### config.mk
export PLATFORM = sky130hd
export DESIGN_NAME = bundler_hf
export DESIGN_NICKNAME = d
export VERILOG_FILES = /design/src/rtl/bundler_hf.sv
export SDC_FILE = /design/constraint.sdc
export NUM_CORES = 1
export LEC_CHECK = 0
export CAP_MARGIN = 20
export CORE_MARGIN = 10
export CORE_UTILIZATION = 45
export CTS_BUF_LIST = sky130_fd_sc_hd__clkbuf_8
export CTS_CLUSTER_DIAMETER = 40
export DETAILED_ROUTE_END_ITERATION = 8
export PLACE_DENSITY = 0.8
export SLEW_MARGIN = 20
export SYNTH_ARGS = -nofsm -noshare
export SYNTH_HDL_FRONTEND = slang
export SYNTH_SLANG_ARGS = --single-unit
### constraint.sdc
create_clock -name clk -period 2.95 [get_ports clk]
set_input_delay 0.59 -clock clk [delete_from_list [all_inputs] [get_ports clk]]
set_output_delay 0.59 -clock clk [all_outputs]
set_load 0.01 [all_outputs]
### src/rtl/bundler_hf.sv
// bundler_hf: majority-vote bundler, bundles NUM_INPUTS hypervectors per window
// Ports: clk, nrst (sync active-low reset), en (input valid), clr (abort window),
//        hv_in (bound hypervector), out (one-cycle bundle-ready pulse),
//        hv_out (registered bundle), busy (window partially filled)
module bundler_hf #(
   parameter int DIMENSIONS = 5,
   parameter int NUM_INPUTS = 3
) (
   input  logic                  clk,
   input  logic                  nrst,
   input  logic                  en,
   input  logic                  clr,
   input  logic [DIMENSIONS-1:0] hv_in,
   output logic                  out,
   output logic [DIMENSIONS-1:0] hv_out,
   output logic                  busy
);
   localparam int CNT_W = $clog2(NUM_INPUTS + 1);
   typedef enum logic {IDLE, ACCUM} state_t;
   state_t state;
   logic [DIMENSIONS-1:0][CNT_W-1:0] cnt;
   logic [CNT_W-1:0] n_cnt;
   logic [DIMENSIONS-1:0] first_hv, maj;
   logic last;
   assign last = n_cnt == CNT_W'(NUM_INPUTS - 1);
   assign busy = state == ACCUM;
   // sum includes the current input; ties fall back to the window's first vector
   for (genvar d = 0; d < DIMENSIONS; d++) begin : g_maj
      logic [CNT_W:0] s;
      logic [CNT_W+1:0] s2;
      assign s = {1'b0, cnt[d]} + {{CNT_W{1'b0}}, hv_in[d]};
      assign s2 = {s, 1'b0};
      assign maj[d] = s2 > (CNT_W+2)'(NUM_INPUTS) ? 1'b1 :
                      s2 < (CNT_W+2)'(NUM_INPUTS) ? 1'b0 : first_hv[d];
   end
   always_ff @(posedge clk) begin
      if (!nrst) begin
         state <= IDLE;
         cnt <= '0;
         n_cnt <= '0;
         first_hv <= '0;
         hv_out <= '0;
         out <= 1'b0;
      end else if (clr) begin
         state <= IDLE;
         cnt <= '0;
         n_cnt <= '0;
         out <= 1'b0;
      end else if (en && last) begin
         state <= IDLE;
         cnt <= '0;
         n_cnt <= '0;
         hv_out <= maj;
         out <= 1'b1;
      end else begin
         out <= 1'b0;
         if (en) begin
            for (int i = 0; i < DIMENSIONS; i++) cnt[i] <= cnt[i] + CNT_W'(hv_in[i]);
            n_cnt <= n_cnt + 1'b1;
            state <= ACCUM;
            if (n_cnt == '0) first_hv <= hv_in;
         end
      end
   end
endmodule
### Word level (Yosys, flattened, before mapping)

Cells that the tools add are included.

* input port bits: 9
* output and inout bits: 7
* bits in registers: 24

* bitwise logic cells: 3
* eq/ne operators: 1
* muxes and demuxes: 11
* magnitude comparators: 10
* reductions and logical operators: 6
* add/sub/neg operators: 11

Operators with widths (count)
* > comparator 4 x 2 -> 1 bit, second input constant: 5
* < comparator 4 x 2 -> 1 bit, second input constant: 5
* adder 2 x 1 -> 3 bit: 5
* 2-to-1 mux 1 bit: 11
* adder 2 x 1 -> 2 bit: 5
* AND reduction 4 bit: 1
* NOT 1 bit: 3
* OR reduction 3 bit: 1
* adder 2 x 1 -> 2 bit, second input constant: 1
* == test 2 bit, second input constant: 1
* zero test 2 bit: 1
* AND reduction 2 bit: 1
* OR reduction 2 bit: 1
* logical AND 1 bit: 1

### Depth between registers and ports, before layout

* depth in word-level cells: 4
* gate-level depth with buffers: 6
* depth with buffers taken out: 5

### Worst setup path after synthesis

OpenSTA, ideal clock, no wires.

* kind: in2reg
* start point: input port hv_in[0]
* end point: register cnt[1] in the netlist's numbering
* setup time: 116 ps
* required time: 2834 ps
* setup slack: 1654 ps
* arrival time: 1180 ps
* buffers on the path: 0
* stages on the path: 5
* cells stage by stage: ha_1 inv_1 ha_1 mux2i_1 nor3_1

* cells in the longest elaborated chain, start to end: 1

Ends and longest elaborated chain
* start, declared: line 13 `input logic [DIMENSIONS-1:0] hv_in,`
* adder 2 x 1 -> 2 bit: line 58 `for (int i = 0; i < DIMENSIONS; i++) cnt[i] <= cnt[i] + CNT_W'(hv_in[i]);`
* end signal, assigned: line 39 `cnt <= '0;`
* end signal, assigned: line 46 `cnt <= '0;`
* end signal, assigned: line 51 `cnt <= '0;`
* end, declared: line 21 `logic [DIMENSIONS-1:0][CNT_W-1:0] cnt;`

No other way between the ends.
A chain may end at the register's enable or synchronous reset.

### Final worst setup path

* start point: input port en
* end point: register cnt[7] in the netlist's numbering

* cells in the longest elaborated chain, start to end: 2

Ends and longest elaborated chain
* start, declared: line 11 `input logic en,`
* logical AND 1 bit: line 49 `end else if (en && last) begin`
* OR reduction 3 bit (no line)

Parallel ways exist; a longest one is shown, timed or not.

==> results.txt <==
cell count after synthesis: 91
Post-Place Cells: 128
number of global-route vias before repair: 649
number of vias after detailed routing: 640
clock share of power: 35.2%
total half-perimeter wirelength after legalization and detailed placement: 1235 um
max_cap viols: 0
average wire length per cell after detail routing: 11.92 um
clk_skew: 0.003419 ns
max-slew violation count: 0
clock tree from TritonCTS: done
Fin. Hold Viols: 0
TritonRoute pass-1 iters: 4
Die ar.: 4412 um2
Reg clk slew, reported paths: 0.06 ns
Finished Core Util: 57.25%
mux cell area share after synthesis: 11.35%
switching power of the nets: 0.0001033 W
f_max: 0.5366 GHz
delay of the slowest cell on the worst path: 0.88 ns
data arrival time of the worst path: 1.98 ns
DIE WIDTH: 66.42 um
overflow left after global routing: 0
area share of xor/xnor cells in the synthesized design: 0.9032%
aggregate global-route resource usage: 8.174%
filler cell count: 182
post-route setup TNS: 0 ns
main combinational cell family by area after synthesis: simple AND/OR/NAND/NOR gates
post-synthesis instance area: 969.7 um2
total setup buffers inserted after CTS: 0
synthesized net count: 112
Int Power: 0.0003809 W
Setup violations, final: 0
Unique masters post-synth: 18
final weighted congestion in routability-driven placement: 0.7038
Power Dens Cells: 422.4 nW/um2
Avg Synthesized Cell Area: 10.66 um2
Leakage Power: 0.5108 nW
Seq cells post-synth: 19
data required time of the worst path: 3.06 ns
number of top-level design ports: 16
cell area after placement: 1101 um2
RSZ-0062 raised after global routing: no
switching part of the total power: 21.33%
number of diodes added for antenna fixing: 0
Final Instance Count excl. Fillers: 132
CTS sink count: 19
critical path cell sequence: clkdlybuf4s50_1, buf_4, mux2i_1, nor3_1
post-layout net count: 127
area fraction in compound gates after synthesis: 5.161%
area share of fa/ha/maj cells after synthesis: 15.48%
global-route wire length before repair: 2863 um
# port buffers: 15
pin count of the biggest net entering global routing: 15
Clock Path Buffers: 2
combinational fraction of design power: 10.2%
number of antenna violations at the first check in global routing: 0
sequential element share of the synthesized area: 39.23%
summed area of non-filler cells in the final layout: 1146 um2
sequential share of power: 54.6%
Post-CTS Hold Buffers: 0
clock buffer count from CTS: 3
area of the placeable core: 2002 um2
share of cells above drive strength 1: 8.571%
number of synthesis warnings: 0
result of the run: completed
remaining antenna violation count after routing: 0
die height: 66.42 um
path category of the worst min-delay check: reg -> reg
Setup crit start kind: input pin
Worst-Skew Late Latency: 0.25 ns
Max Fanout on Critical Path: 14
number of levels the H-tree was split into: 1
initial cell density of the core: 48.44%
ratio of final minimum period to clock period: 63.18%
number of remaining DRC errors: 0
class of the most critical setup path: in -> reg
peak supply drop: 306.0 uV
Area growth syn-to-layout: 18.19%
Worst-Margin Slew: 0.6342 ns
violation count after the first detailed-route iteration: 23
number of cell rows: 16
slowest cell on the critical path: clkdlybuf4s50_1
WL final: 1574 um
element type at the critical path end: flip-flop
area of combinational cells with multiple inputs: 476.7 um2
shortest period the worst path allows: 1.864 ns
slew margin rel.: 57.58%
average vias per placed instance: 4.848
storage element area: 380.4 um2
Root Driver: clkbuf_8
area share of and/or/nand/nor cells after synthesis: 16.26%
post-cts sizing count: 0
metrics by stage:
step           hold slack [ns]  setup WS (ns)   power, W
3_3_place_gp            0.4786         0.8689  0.0003185
3_5_place_dp            0.4699         0.8066  0.0003199
5_1_grt                 0.5086         0.9811  0.0005052
4_1_cts                 0.4861          1.070  0.0004887
6_report                0.4875          1.086  0.0004842
2_1_floorplan           0.4952          1.654  0.0003040
metal layers:
layer	GRT usage [%]	routed length (um)
met4	5.497	27
met5	0	0
met2	12.32	713
met3	2.373	91
met1	9.733	740
kinds of logic (layout without fill, tap and decap cells):
group,Yosys count,in the layout
buffers and inverters,19,33
adders and majority gates,12,12
xor gates and xnor gates,1,1
DFF,19,19
AOI/OAI and AO/OA,5,5
muxes,11,11
and+or+nand+nor,24,24
power groups by stage:
stage	clock network [W]	logic, W	registers, W
2_1_floorplan	0	0.0000338	0.000270
3_3_place_gp	0	0.0000485	0.000270
3_5_place_dp	0	0.0000497	0.000270
4_1_cts	0.000174	0.0000501	0.000264
5_1_grt	0.000185	0.0000558	0.000265
6_report	0.000171	0.0000493	0.000264
placed cells by master, fill, tap and decap left out, drive strengths merged:
master         instances
dfxtp                 19
o211a                  5
buf                    2
clkdlybuf4s50         15
nand2                  1
nand2b                 1
ha                    12
nand4b                 5
xnor2                  1
inv                   13
and2                   1
and3b                  1
mux2i                 11
nor3                  13
clkbuf                 3
nor2                   2
final cells by class:
class,count,share of cell area (%)
inverter,12,3.930
tap,27,2.948
clock buffer,3,3.603
sequential,19,33.19
multi-input combinational,53,41.59
timing repair buffer,17,14.41
clock inverter,1,0.3275
sequential cells by signal (all words and copies together) (netlist names):
name	flops
out	1
cnt	10
busy	1
n_cnt	2
hv_out	5
worst paths after layout:
kind	slack [ns]	endpoint	cells after the start	start
worst max-delay path	1.09	cnt[7]	4	en
worst min-delay path	0.49	busy	2	busy
worst max register to register	1.71	busy	4	n_cnt[0]
worst min register to register	0.49	busy	2	busy
worst max-delay path, delay by kind of cell:
kind	cells	cell delay (ns)
buffers and inverters	2	1.13
AND/OR/NAND/NOR	1	0.06
multiplexers	1	0.20
synth_stat cells, drive strengths merged:
library cell	instances	area, um2
mux2i	11	110.1
nand4b	5	43.79
and2	1	8.760
clkbuf	1	13.76
o211a	5	50.05
buf	6	53.79
dfxtp	19	380.4
xnor2	1	8.760
nor2	2	7.510
nand2	1	3.750
nand2b	1	6.260
inv	12	45.04
and3b	1	12.51
nor3	13	75.07
ha	12	150.1
(Power assumes the default switching activity.)
